## config.mk

```make
export PLATFORM = sky130hd
export DESIGN_NAME = call_stack_ctrl
export DESIGN_NICKNAME = d
export VERILOG_FILES = /design/src/rtl/call_stack_ctrl.sv
export SDC_FILE = /design/constraint.sdc
export NUM_CORES = 1
export LEC_CHECK = 0
export CAP_MARGIN = 30
export CORE_UTILIZATION = 35
export DETAILED_ROUTE_END_ITERATION = 10
export PLACE_DENSITY = 0.83
export SYNTH_ARGS = -nofsm -noshare
export SYNTH_HDL_FRONTEND = slang
export SYNTH_SLANG_ARGS = --single-unit
export TNS_END_PERCENT = 10
```

## constraint.sdc

```tcl
create_clock -name clk -period 1.9 [get_ports clk]
set_input_delay 0.38 -clock clk [delete_from_list [all_inputs] [get_ports clk]]
set_output_delay 0.38 -clock clk [all_outputs]
set_load 0.02 [all_outputs]
```

## src/rtl/call_stack_ctrl.sv

```systemverilog
`default_nettype none
// ============================================================================
// Module      : call_stack_ctrl
// Description : Controller for the return-address stack RAM. Arbitrates
//               push/pop requests from the core (call/ret) and the interrupt
//               unit (entry/return), owns the downward-growing stack pointer,
//               drives the RAM ports and returns popped addresses.
// Ports       : clk/rst (async, active-low)         - clock and reset
//               core_call/core_ret/core_wdata/core_ready - core request port
//               irq_push/irq_pop/irq_wdata/irq_ready     - interrupt port
//               mem_we/mem_addr/mem_wdata/mem_rdata      - stack RAM port
//               pop_data/pop_valid/pop_dst               - pop result
//               sp/empty/full                            - stack status
//               ovf_err/unf_err/err_clr                  - sticky errors
// Revision    : 1.0 - initial release
// ============================================================================
module call_stack_ctrl #(
  parameter int unsigned           DW       = 19,
  parameter int unsigned           AW       = 8,
  parameter logic [AW-1:0]         SP_INIT  = AW'('h38),
  parameter logic [AW-1:0]         SP_LIMIT = AW'('h00)
) (
  input  logic          clk,
  input  logic          rst,
  input  logic          core_call,
  input  logic          core_ret,
  input  logic [DW-1:0] core_wdata,
  output logic          core_ready,
  input  logic          irq_push,
  input  logic          irq_pop,
  input  logic [DW-1:0] irq_wdata,
  output logic          irq_ready,
  output logic          mem_we,
  output logic [AW-1:0] mem_addr,
  output logic [DW-1:0] mem_wdata,
  input  logic [DW-1:0] mem_rdata,
  output logic [DW-1:0] pop_data,
  output logic          pop_valid,
  output logic          pop_dst,
  output logic [AW-1:0] sp,
  output logic          empty,
  output logic          full,
  output logic          ovf_err,
  output logic          unf_err,
  input  logic          err_clr
);

  localparam logic [0:0] ST_IDLE = 1'b0;
  localparam logic [0:0] ST_RD   = 1'b1;

  logic [0:0]    state_q, state_d;
  logic [AW-1:0] sp_q, sp_d;
  logic [DW-1:0] pop_data_q, pop_data_d;
  logic          pop_valid_q;
  logic          pop_dst_q;
  logic          rd_empty_q;   // pop was accepted on an empty stack
  logic          ovf_q, unf_q;

  logic          idle;
  logic          irq_req, core_req;
  logic          op_valid, op_push, op_dst;
  logic [DW-1:0] op_wdata;

  assign idle     = (state_q == ST_IDLE);
  assign empty    = (sp_q == SP_INIT);
  assign full     = (sp_q == SP_LIMIT);
  assign irq_req  = irq_push | irq_pop;
  assign core_req = core_call | core_ret;

  // Accepted operation this cycle: irq beats core, push beats pop.
  assign op_valid = idle && (irq_req || core_req);
  assign op_push  = irq_req ? irq_push : core_call;
  assign op_dst   = irq_req;
  assign op_wdata = irq_req ? irq_wdata : core_wdata;

  // --------------------------------------------------------------------------
  // FSM: state register
  // --------------------------------------------------------------------------
  always_ff @(posedge clk or negedge rst) begin
    if (!rst) begin
      state_q <= ST_IDLE;
    end else begin
      state_q <= state_d;
    end
  end

  // --------------------------------------------------------------------------
  // FSM: next state
  // --------------------------------------------------------------------------
  always_comb begin
    state_d = state_q;
    case (state_q)
      ST_IDLE: if (op_valid && !op_push) state_d = ST_RD;
      ST_RD:   state_d = ST_IDLE;
      default: state_d = ST_IDLE;
    endcase
  end

  // --------------------------------------------------------------------------
  // FSM: outputs
  // --------------------------------------------------------------------------
  always_comb begin
    irq_ready  = idle;
    core_ready = idle && !irq_req;
    mem_we     = 1'b0;
    mem_addr   = sp_q;
    mem_wdata  = op_wdata;
    if (op_valid && op_push) begin
      mem_addr = sp_q - AW'(1);
      mem_we   = !full;
    end
  end

  // --------------------------------------------------------------------------
  // Datapath next-state
  // --------------------------------------------------------------------------
  always_comb begin
    sp_d       = sp_q;
    pop_data_d = pop_data_q;
    if (op_valid && op_push && !full) begin
      sp_d = sp_q - AW'(1);
    end
    if (state_q == ST_RD) begin
      // mem_rdata only ever reaches a register, never an output directly.
      pop_data_d = rd_empty_q ? '0 : mem_rdata;
      if (!rd_empty_q) sp_d = sp_q + AW'(1);
    end
  end

  always_ff @(posedge clk or negedge rst) begin
    if (!rst) begin
      sp_q        <= SP_INIT;
      pop_data_q  <= '0;
      pop_valid_q <= 1'b0;
      pop_dst_q   <= 1'b0;
      rd_empty_q  <= 1'b0;
      ovf_q       <= 1'b0;
      unf_q       <= 1'b0;
    end else begin
      sp_q        <= sp_d;
      pop_data_q  <= pop_data_d;
      pop_valid_q <= (state_q == ST_RD);
      if (op_valid && !op_push) begin
        pop_dst_q  <= op_dst;
        rd_empty_q <= empty;
      end
      // Clear wins over a same-cycle error.
      if (err_clr) begin
        ovf_q <= 1'b0;
        unf_q <= 1'b0;
      end else begin
        if (op_valid && op_push && full)   ovf_q <= 1'b1;
        if (op_valid && !op_push && empty) unf_q <= 1'b1;
      end
    end
  end

  assign pop_data  = pop_data_q;
  assign pop_valid = pop_valid_q;
  assign pop_dst   = pop_dst_q;
  assign sp        = sp_q;
  assign ovf_err   = ovf_q;
  assign unf_err   = unf_q;

endmodule
`default_nettype wire

```

Word-level counts from Yosys, hierarchy flattened:

Index checks and enable logic that the tools add are counted.

* muxes and demuxes: 14
* $add $sub $neg: 2
* equality and inequality tests: 1
* reductions and logical operators: 14
* bitwise operators: 3

Operators by type and width (count)
* $mux W19: 2
* $mux W8: 4
* $add A8 B1 Y8 const B: 1
* $eq A8 B6 Y1 const B: 1
* $logic_not A8 Y1: 1
* $sub A8 B1 Y8 const B: 1
* $logic_and A1 B1 Y1: 7
* $mux W1: 7
* $reduce_bool A2 Y1: 2
* $logic_not A1 Y1: 3
* $or A1 B1 Y1: 2
* $pmux W1 S2: 1
* $logic_or A1 B1 Y1: 1
* $not A1 Y1: 1

* output and inout port bits: 63
* input bits: 64
* flip-flop bits (word level): 33

Longest topological paths before layout:

Gate-level depths: netlist of run 1.

* depth in word-level cells: 8
* depth in mapped cells: 6

Worst setup path before layout of run 1:

OpenSTA, ideal clock, no wires.

* path kind: register -> register
* start point: register sp_q[0] (netlist: sp[0])
* end point: register sp_q[7] (netlist: sp[7])
* period minus slack after synthesis: 2.135 ns
* cell stages (with the launch flop): 7
* arrival: 2.003 ns
* buffers on the path: 0
* setup slack: -0.235 ns
* cells stage by stage: dfrtp_1 -> inv_1 -> ha_1 -> nor4b_2 -> a221oi_2 -> a21oi_1 -> xnor2_1

* cells in the longest elaborated chain, start to end: 6

RTL lines
* start: declaration: line 52 `logic [AW-1:0] sp_q, sp_d;`
* start signal: assignment: line 140 `sp_q <= sp_d;`
* parallel branches: the longest is 5 deep, another holds $sub A8 B1 Y8
* $mux W8 *: line 123 `if (state_q == ST_RD) begin`
* net sp_d[7]: line 52

Mark *: on every way through the listed nets, which the timed path passes.
A chain may end at the register's enable or synchronous reset.

Worst setup path after layout of run 1:

* start point: register sp_q[1] (netlist: sp[1])
* end point: output port mem_addr[7]

* cells in the longest elaborated chain, start to end: 2

RTL lines
* $sub A8 B1 Y8: line 109 `mem_addr = sp_q - AW'(1);`
* $mux W8: line 108 `if (op_valid && op_push) begin`
* end: declaration: line 34 `output logic [AW-1:0] mem_addr,`

No other way between the ends.

==> summary.md, run 1 <==
| Metric | Value |
|---|---|
| Flop2flop setup slack | `-0.06 ns` |
| Post-Syn Area per Cell | `11.12 sq um` |
| Vias in the first global route | `1905` |
| CTS Hold Bufs | `0` |
| Post-DP Area | `0.003442 sq mm` |
| Max Slew Vio Count | `0` |
| Peak VDD IR | `0.0009385 V` |
| PnR Total Power | `4.204 mW` |
| Crit. End Element | `output pin` |
| Leakage dissipation | `1.612 nW` |
| Global route overflow | `0` |
| CP arrival | `1.74 ns` |
| Buffers on Ports | `126` |
| Clk slew on worst S/H paths | `0.07 ns` |
| DRT Pass-1 Iters | `4` |
| Failing checks | `setup timing` |
| Final WS setup | `-0.2224 ns` |
| Setup crit start kind | `flip-flop` |
| Vias/cell | `4.899` |
| Largest net degree at the start of global routing | `34` |
| Setup tns final | `-1.147 ns` |
| FF+latch count, synth | `33` |
| Hold Crit Class | `in2async` |
| P_sw | `1.611 mW` |
| Chip Height | `74.17 um` |
| Die footprint | `0.005501 sq mm` |
| Post-route ant nets | `0` |
| Fin. Hold Viols | `0` |
| Site row count | `25` |
| N_diodes | `0` |
| Nets | `397` |
| CTS H-Tree Depth | `2` |
| RSZ-0062 raised after global routing | `yes` |
| P_int | `2.593 mW` |
| P&R area growth vs syn | `98.22%` |
| Relative slew slack | `66.58%` |
| Post-Layout Cell Count | `398` |
| CTS Buffer Depth | `2` |
| GPL Wtd Cong | `0.8199` |
| Core area | `0.004880 sq mm` |
| Total of max-cap violations | `0` |
| TritonCTS clock tree | `yes` |
| Setup CP Type | `reg2out` |
| Cell variety after synth | `36` |
| Clk_lat worst skew | `0.28 ns` |
| Synth Instances | `164` |
| Starting DRT DRC Count | `106` |
| Setup WS pre-CTS | `-0.6705 ns` |
| Critical path fanouts, max | `4` |
| Status | `finished, violations left` |
| Die X | `74.17 um` |
| Clk pwr share | `16.1%` |
| Io pins | `127` |
| Cells on worst reg2reg path | `9` |
| Req. time, crit path | `1.52 ns` |
| DR WL/cell | `16.36 um` |
| CTS buffer count | `5` |
| TritonCTS Sinks | `33` |
| Final setup viols | `9` |
| Total number of vias | `1950` |
| Share of cells above drive strength 1 | `40.48%` |
| DRC | `0` |
| Number of synthesized flops with an enable pin | `0` |
| Final Cycle Share | `111.7%` |
| Final non-filler cell area | `0.003613 sq mm` |
| Flop pwr share | `24.3%` |
| Synthesized area | `0.001823 sq mm` |
| PwrDens | `1163 mW/mm^2` |
| Clk_skew | `0.001520 ns` |
| Slew at the pin with the worst max-slew slack | `0.4991 ns` |
| Dpl cells | `383` |
| Switching fraction of total power | `38.31%` |
| Routed wire length | `6512 um` |
| Synth Flop Type | `dfrtp_1` |
| Post-DP HPWL | `4754 um` |
| Min cycle time layout | `2.122 ns` |
| First-pass GRT wire length | `9708 um` |
| Ys Warns | `0` |
| CTS root buf | `clkbuf_8` |
| Seq/Total Area, Yosys | `45.50%` |
| GRT Total Usage | `23.76%` |
| Initial antenna violation count | `0` |
| Fmax | `0.4712 GHz` |
| Initial core utilization | `37.36%` |
| Fillcell total | `352` |
| Async S/R FF share, synth | `100.0%` |
| Logic pwr share | `59.6%` |
| Mapped Nets | `231` |
## layer usage
layer  track usage (%)  share of wire [%]  vias to the layer above
met1             33.79                 45                      959
met3             3.930                4.3                        3
met4             4.487               0.26                        0
li1                  -                  -                      930
met2             38.48                 51                       58
met5                 0                  0                        -
## critical path, cell delays in order, from the launching register on
cell	delay, ns
dfrtp_1	0.42
or3_4	0.41
nor3b_2	0.19
nand2_1	0.12
xnor2_2	0.16
buf_4	0.15
## registers in the layout, indices dropped and copies added, names as in the netlist
register / cells
state_q: 1
pop_valid: 1
pop_data: 19
ovf_err: 1
unf_err: 1
pop_dst: 1
sp: 8
rd_empty_q: 1
## final timing paths
| check | startpoint | end |
|---|---|---|
| min reg2reg | pop_data[16] | pop_data[16] |
| min in group clk | pop_data[16] | pop_data[16] |
| max in group asynchronous | rst | sp[3] |
| max | sp[1] | mem_addr[7] |
| max reg2reg | sp[1] | sp[4] |
| min | rst | pop_data[1] |
## metrics by stage
stage | hold WS (ns) | utilization, %
final | 0.4959 | 74.05
after global routing | 0.5349 | 74.05
after CTS | 0.5055 | 72.95
after detailed placement | 0.4961 | 70.54
after global placement | 0.4803 | 70.54
after floorplan | 0.08441 | -
## logic make-up after synthesis
family | share of synthesized area [%]
DFF | 45.50
AOI/OAI and AO/OA | 17.98
muxes | 12.35
xor gates and xnor gates | 5.285
and+or+nand+nor | 11.94
buffers and inverters | 4.873
adders and majority gates | 2.059
## repair_timing
item / CTS / global route
gates resized for setup: 158 / 23
setup buffers: 4 / 2
pin swaps: 6 / 6
endpoints found under the hold margin: 0 / 0
setup endpoints to repair: 37 / 40
cloned: 1 / 0
## layout make-up
class	instances	area (sq um)	area share (%)
timing repair buffer	170	1520	42.07
clock buffer	7	86.33	2.389
multi-input combinational	114	1040	28.77
inverter	6	22.52	0.6233
sequential	33	830.8	22.99
tap	67	83.83	2.320
clock inverter	1	30.03	0.8310
## cells in the final DEF, fill, tap and decap left out, types with 2 or more instances in the layout
master	netlist	routed
clkdlybuf4s50_1	0	85
buf_4	0	50
dfrtp_1	30	29
a22o_1	20	20
mux2_2	20	20
buf_2	2	17
nand2_1	10	10
a21oi_1	8	7
xnor2_1	11	7
clkbuf_8	0	6
nor2_1	6	5
dlygate4sd2_1	0	5
inv_1	6	4
xnor2_2	0	4
buf_6	3	4
nor3_1	5	3
clkbuf_2	0	3
dlymetal6s2s_1	0	3
dfstp_2	3	3
nor2b_1	5	2
nor3_4	1	2
nor2b_4	0	2
nand2b_1	2	2
inv_2	0	2
nand3_1	2	2
o21ai_0	3	2
## cells in the mapped netlist, types with 3 or more instances
master / count / area, sq um
dfrtp_1: 30 / 750.7
a22o_1: 20 / 175.2
mux2_2: 20 / 225.2
xnor2_1: 11 / 96.34
nand2_1: 10 / 37.54
a21oi_1: 8 / 40.04
clkbuf_1: 6 / 22.52
inv_1: 6 / 22.52
nor2_1: 6 / 22.52
nor2b_1: 5 / 31.28
nor3_1: 5 / 25.02
buf_6: 3 / 33.78
dfstp_2: 3 / 78.83
ha_1: 3 / 37.54
o21ai_0: 3 / 15.01
## power by group through the flow
stage	logic, mW	clock network (mW)	registers [mW]
after floorplan	0.945	0	1.23
after global placement	2.30	0	1.02
after detailed placement	2.34	0	1.02
after CTS	2.40	0.687	1.01
after global routing	2.65	0.718	1.04
final	2.51	0.675	1.02
No activity file was read; power rests on OpenSTA's default activity.
==> run 2: changes to the inputs <==
CORE_UTILIZATION = 36   (was 35)
CTS_BUF_LIST = sky130_fd_sc_hd__clkbuf_4   (was not set)
PLACE_DENSITY = 0.85   (was 0.83)
==> run 2 against run 1 <==
The flow still finishes with violations (setup timing). Register-to-register slack improved by 0.14 ns. Final area shrank 1.0%. Via count fell by 0.97%. Power fell by 4.4%. Routed wire length down 2.9%.
==> summary.md, run 2 (synthesized netlist as in run 1, its figures left out) <==
| Metric | Value |
|---|---|
| Final non-filler cell area | `0.003576 sq mm (-1.0%)` |
| DRT Pass-1 Iters | `4 (unchanged)` |
| Logic pwr share | `61.4% (+1.8 points)` |
| Total of max-cap violations | `0 (unchanged)` |
| Hold Crit Class | `in2async` |
| Relative slew slack | `66.42% (-0.16 points)` |
| TritonCTS Sinks | `33 (unchanged)` |
| Die footprint | `0.005352 sq mm (-2.7%)` |
| N_diodes | `0 (unchanged)` |
| CP arrival | `1.76 ns (+0.02 ns)` |
| CTS H-Tree Depth | `2 (unchanged)` |
| Status | `finished, violations left` |
| GPL Wtd Cong | `0.8356 (+1.9%)` |
| Initial core utilization | `38.09% (+0.73 points)` |
| Slowest cell on crit path | `dfrtp_1` |
| Switching fraction of total power | `39.87% (+1.6 points)` |
| Setup crit start kind | `flip-flop` |
| Leakage dissipation | `1.617 nW (+0.27%)` |
| Starting DRT DRC Count | `64 (-40%)` |
| Global route overflow | `0 (unchanged)` |
| Vias/cell | `4.840 (-1.2%)` |
| Fin. Hold Viols | `0 (unchanged)` |
| Clk_skew | `0.006931 ns (+0.005411 ns)` |
| TritonCTS clock tree | `yes` |
| Share of cells above drive strength 1 | `41.27% (+0.78 points)` |
| Max Slew Vio Count | `0 (unchanged)` |
| Final hold slack | `0.4478 ns (-0.04803 ns)` |
| Footprint of the multi-input gates | `0.001056 sq mm (+1.6%)` |
| Req. time, crit path | `1.52 ns (about the same)` |
| Crit. End Element | `output pin` |
| Clk pwr share | `12.8% (-3.3 points)` |
| Largest net degree at the start of global routing | `34 (unchanged)` |
| CTS buffer count | `5 (unchanged)` |
| P_sw | `1.602 mW (-0.55%)` |
| Post-DP HPWL | `4692 um (-1.3%)` |
| P&R area growth vs syn | `96.16%` |
| CTS root buf | `clkbuf_4` |
| Io pins | `127 (unchanged)` |
| RSZ-0062 raised after global routing | `yes` |
| Routed wire length | `6321 um (-2.9%)` |
| Crit-path most repeated cell | `nor2b_4` |
| Chip Height | `73.16 um (-1.4%)` |
| Core area | `0.004786 sq mm (-1.9%)` |
| Min cycle time layout | `2.144 ns (+0.02198 ns)` |
| Buffers on Ports | `126 (unchanged)` |
| First-pass GRT wire length | `9735 um (+0.28%)` |
| Die X | `73.16 um (-1.4%)` |
| DR WL/cell | `15.84 um (-3.2%)` |
| Flop pwr share | `25.8% (+1.5 points)` |
| Final Util | `74.72% (+0.67 points)` |
| Vias in the first global route | `1893 (-0.63%)` |
| Failing checks | `setup timing` |
| Initial antenna violation count | `0 (unchanged)` |
| Site row count | `25 (unchanged)` |
| Final setup viols | `9 (unchanged)` |
| Total number of vias | `1931 (-0.97%)` |
| PnR Total Power | `4.017 mW (-4.4%)` |
| CP max stage delay | `0.42 ns (about the same)` |
| Leading cell types in the layout, fill and taps excluded | `clkdlybuf4s50_1 (83), buf_4 (52), dfrtp_1 (29)` |
| Slew at the pin with the worst max-slew slack | `0.5027 ns (+0.003641 ns)` |
| Clk slew on worst S/H paths | `0.11 ns (+0.04 ns)` |
| Most common cell after layout, fill and taps aside | `clkdlybuf4s50_1` |
| DRC | `0 (unchanged)` |
| CTS Hold Bufs | `0 (unchanged)` |
| Setup tns final | `-1.447 ns (-0.2997 ns)` |
| Setup CP Type | `reg2out` |
| P_int | `2.416 mW (-6.9%)` |
| Clk_lat worst skew | `0.33 ns (+0.05 ns)` |
| Final WS setup | `-0.2444 ns (-0.02198 ns)` |
| CTS Buffer Depth | `2 (unchanged)` |
| Critical Path, Cell by Cell | `inv_1 > ha_2 > nor2b_4 > nor2b_4 > nand2_1 > xnor2_2 > buf_4` |
| Post-route ant nets | `0 (unchanged)` |
| Fillcell total | `345 (-2.0%)` |
| Critical path fanouts, max | `4 (unchanged)` |
| Fmax | `0.4663 GHz (-1.0%)` |
| Cells on worst reg2reg path | `8 (-1)` |
| Final Cycle Share | `112.9% (+1.2 points)` |
| Peak VDD IR | `0.0007665 V (-18%)` |
| Max FFs per register | `19 (unchanged)` |
| PwrDens | `1123 mW/mm^2 (-3.4%)` |
| GRT Total Usage | `24.06% (+0.30 points)` |
| Nets | `398 (+0.25%)` |
| Storage cell area | `830.8 sq um (unchanged)` |
| Post-DP Area | `0.003462 sq mm (+0.58%)` |
==> run 2: changes by cell type in the layout (fill, tap and decap cells not counted), sizes merged <==
cell           change
dlygate4sd2        +2
clkinv             +1
buf                +1
bufbuf             -1
clkdlybuf4s50      -2
clkbuf             -1
clkinvlp           +1
==> run 2: path summary, 6_finish.rpt <==
kind	startpoint	endpoint	slack, ns
setup / recovery	sp[1]	mem_addr[4]	-0.24
hold / removal	rst	pop_data[0]	0.45
setup reg to reg	sp[1]	sp[2]	0.08
hold reg to reg	unf_err	unf_err	0.51
max in group asynchronous	rst	sp[3]	1.13
min in group clk	unf_err	unf_err	0.51
==> run 2: critical path, delay by kind of cell (launching register included) <==
kind,cells,cell delay (ns)
DFF,1,0.42
and+or+nand+nor,3,0.41
buffers and inverters,2,0.26
adders and majority gates,1,0.19
xor gates and xnor gates,1,0.14
==> run 2: repair_timing <==
action | 4_1_cts | 5_1_grt
gates resized for setup | 158 | 26
endpoints found under the setup margin | 38 | 36
setup buffers | 1 | 3
pin swaps | 7 | 5
cloned | 1 | 0
==> run 2: cell type report <==
| class | count | share of cell area, % |
|---|---|---|
| clock buffers | 5 | 1.050 |
| well taps | 67 | 2.344 |
| inverters | 6 | 0.6298 |
| multi-input cells | 114 | 29.53 |
| clock inverters | 3 | 1.155 |
| flip-flops and latches | 33 | 23.23 |
| repair buffers | 171 | 42.06 |
==> run 2: stage by stage <==
stage | worst slack, ns | cells
final | -0.2444 | 399
after global routing | -0.3281 | 399
after CTS | -0.2870 | 396
after detailed placement | -0.6937 | 386
after global placement | -0.6343 | 386
after floorplan | -0.06009 | 164
==> run 2: power by group through the flow <==
stage | combinational [mW] | clock [mW] | sequential (mW)
after floorplan | 0.945 | 0 | 1.23
after global placement | 2.31 | 0 | 1.02
after detailed placement | 2.36 | 0 | 1.03
after CTS | 2.37 | 0.522 | 1.03
after global routing | 2.62 | 0.559 | 1.06
final | 2.47 | 0.513 | 1.04
==> run 2: per-layer routing <==
metal	share of wire, %	GRT usage (%)
met5	0	0
met4	0.33	5.229
met3	5.0	4.144
met2	52	39.71
met1	42	33.07
==> run 3: changes to the inputs <==
CTS_CLUSTER_SIZE = 10   (was not set)
SKIP_CTS_REPAIR_TIMING = 1   (was not set)
==> run 3 against run 2 <==
The flow still finishes with violations (setup timing). Via count unchanged. Largest cell class unchanged. Non-clock buffer count rose by 2. Worst hold slack lost 0.0020 ns.
==> summary.md, run 3 (synthesized netlist as in run 1, its figures left out) <==
| Metric | Value |
|---|---|
| CTS root buf | `clkbuf_4` |
| Crit Reg-Reg Startpoint | `sp[1]` |
| Critical Path, Cell by Cell | `or3_4 > nor3_2 > nand2_1 > xnor2_2 > buf_2` |
| Clk pwr share | `12.6% (-0.2 points)` |
| Leakage dissipation | `1.873 nW (+16%)` |
| Routed wire length | `6419 um (+1.6%)` |
| PwrDens | `1090 mW/mm^2 (-3.0%)` |
| Flop pwr share | `25.3% (-0.5 points)` |
| Clk_skew | `0.006649 ns (-0.0002816 ns)` |
| Status | `finished, violations left` |
| Cells on worst reg2reg path | `8 (unchanged)` |
| Io pins | `127 (unchanged)` |
| Global route overflow | `0 (unchanged)` |
| Post-Layout Cell Count | `401 (+0.50%)` |
| Failing checks | `setup timing` |
| Initial antenna violation count | `0 (unchanged)` |
| RSZ-0062 raised after global routing | `yes` |
| CP arrival | `1.78 ns (+0.02 ns)` |
| First-pass GRT wire length | `9418 um (-3.3%)` |
| DRC | `0 (unchanged)` |
| Switching fraction of total power | `39.41% (-0.46 points)` |
| Setup crit start kind | `flip-flop` |
| DR WL/cell | `16.01 um (+1.0%)` |
| P_int | `2.478 mW (+2.6%)` |
| Post-DP Area | `0.003462 sq mm (unchanged)` |
| TritonCTS Sinks | `33 (unchanged)` |
| Logic pwr share | `62.1% (+0.7 points)` |
| Max Slew Vio Count | `0 (unchanged)` |
| GRT Total Usage | `23.21% (-0.84 points)` |
| Most common cell after layout, fill and taps aside | `clkdlybuf4s50_1` |
| Setup WS pre-CTS | `-0.6937 ns (unchanged)` |
| Nets | `400 (+0.50%)` |
| Clk slew on worst S/H paths | `0.11 ns (about the same)` |
| Setup tns final | `-1.641 ns (-0.1943 ns)` |
| TritonCTS clock tree | `yes` |
| Fmax | `0.4622 GHz (-0.87%)` |
| N_diodes | `0 (unchanged)` |
| Leading cell types in the layout, fill and taps excluded | `clkdlybuf4s50_1 (83), buf_4 (51), dlymetal6s2s_1 (32)` |
| Critical path fanouts, max | `4 (unchanged)` |
| Cell family with most CP delay | `simple AND/OR/NAND/NOR gates` |
| Fin. Hold Viols | `0 (unchanged)` |
| CTS buffer count | `5 (unchanged)` |
| Req. time, crit path | `1.52 ns (about the same)` |
| Number of buffer and inverter stages on the critical path | `1 (-1)` |
| Relative slew slack | `67.97% (+1.6 points)` |
| Fillcell total | `292 (-15%)` |
| Slowest cell on crit path | `or3_4` |
| Buffers on Ports | `126 (unchanged)` |
| Largest net degree at the start of global routing | `34 (unchanged)` |
| Post-DP HPWL | `4692 um (unchanged)` |
| P_sw | `1.611 mW (+0.60%)` |
| Starting DRT DRC Count | `81 (+27%)` |
| DRT Pass-1 Iters | `4 (unchanged)` |
| Total of max-cap violations | `0 (unchanged)` |
| Final WS setup | `-0.2633 ns (-0.01892 ns)` |
| Chip Height | `73.16 um (unchanged)` |
| Min cycle time layout | `2.163 ns (+0.01892 ns)` |
| Dpl cells | `386 (unchanged)` |
| Setup CP Type | `reg2out` |
| RR Endpoint | `sp[2]` |
| Post-route ant nets | `0 (unchanged)` |
| Max FFs per register | `19 (unchanged)` |
| Final hold slack | `0.4459 ns (-0.001953 ns)` |
| CTS Buffer Depth | `2 (unchanged)` |
| Met3 GRT Util | `4.006% (-0.14 points)` |
| Crit. End Element | `output pin` |
| CTS H-Tree Depth | `2 (unchanged)` |
| Vias/cell | `4.815 (-0.50%)` |
| Total number of vias | `1931 (unchanged)` |
| P&R area growth vs syn | `105.8%` |
| Flop2flop setup slack | `0.07 ns (about the same)` |
| Peak VDD IR | `0.0007084 V (-7.6%)` |
| GR peak layer | `met2` |
| Die footprint | `0.005352 sq mm (unchanged)` |
| Initial core utilization | `38.09% (unchanged)` |
| Met1 global-route usage | `31.80% (-1.3 points)` |
| CP max stage delay | `0.43 ns (about the same)` |
| Final non-filler cell area | `0.003751 sq mm (+4.9%)` |
| Final Cycle Share | `113.9% (+1.0 points)` |
| Final setup viols | `10 (+1)` |
| Clk_lat worst skew | `0.33 ns (about the same)` |
| Share of cells above drive strength 1 | `34.73% (-6.5 points)` |
| Die X | `73.16 um (unchanged)` |
| Final Util | `78.38% (+3.7 points)` |
| GPL Wtd Cong | `0.8356 (unchanged)` |
| Met2 Resource Use GR | `38.48% (-1.2 points)` |
| Hold Crit Class | `in2async` |
| Site row count | `25 (unchanged)` |
| Vias in the first global route | `1864 (-1.5%)` |
| Slew at the pin with the worst max-slew slack | `0.4794 ns (-0.02329 ns)` |
| Core area | `0.004786 sq mm (unchanged)` |
| PnR Total Power | `4.089 mW (+1.8%)` |
-- run 3: cell type report --
cell class,instances,area (sq um),area share [%]
Timing Repair Buffer,173,1683,44.86
Multi-Input combinational cell,114,1052,28.05
Sequential cell,33,830.8,22.15
Tap cell,67,83.83,2.235
Clock inverter,3,41.29,1.101
Clock buffer,5,37.54,1.001
Inverter,6,22.52,0.6004
-- run 3: worst max path at each step --
stage / from / to / slack, ns / depth (start not counted)
6_report: sp[1] / mem_addr[5] / -0.26 / 5
3_3_place_gp: irq_pop / mem_addr[7] / -0.63 / 7
4_1_cts: sp[0] / mem_addr[4] / -0.81 / 7
2_1_floorplan: sp[0] / sp[7] / -0.06 / 6
5_1_grt: sp[1] / mem_addr[5] / -0.38 / 5
3_5_place_dp: irq_pop / mem_addr[7] / -0.69 / 7
-- run 3: metal layers --
layer	up-vias	part of all wire [%]
met2	78	52
met1	914	42
met4	0	0.23
met5	-	0
met3	2	6.0
li1	937	-
-- run 3: worst reg2reg max path: stages, from the launching register on --
cell and delay, ns:
dfrtp_1 0.42, inv_1 0.12, ha_2 0.19, nor4b_4 0.22
buf_4 0.17, a221oi_4 0.06, buf_4 0.18, a221oi_2 0.28
a21oi_1 0.07
-- run 3: power by group through the flow --
stage / clock, mW / combinational (mW) / sequential (mW)
after floorplan: 0 / 0.945 / 1.23
after global placement: 0 / 2.31 / 1.02
after detailed placement: 0 / 2.36 / 1.03
after CTS: 0.522 / 2.37 / 1.02
after global routing: 0.561 / 2.68 / 1.06
final: 0.514 / 2.54 / 1.04
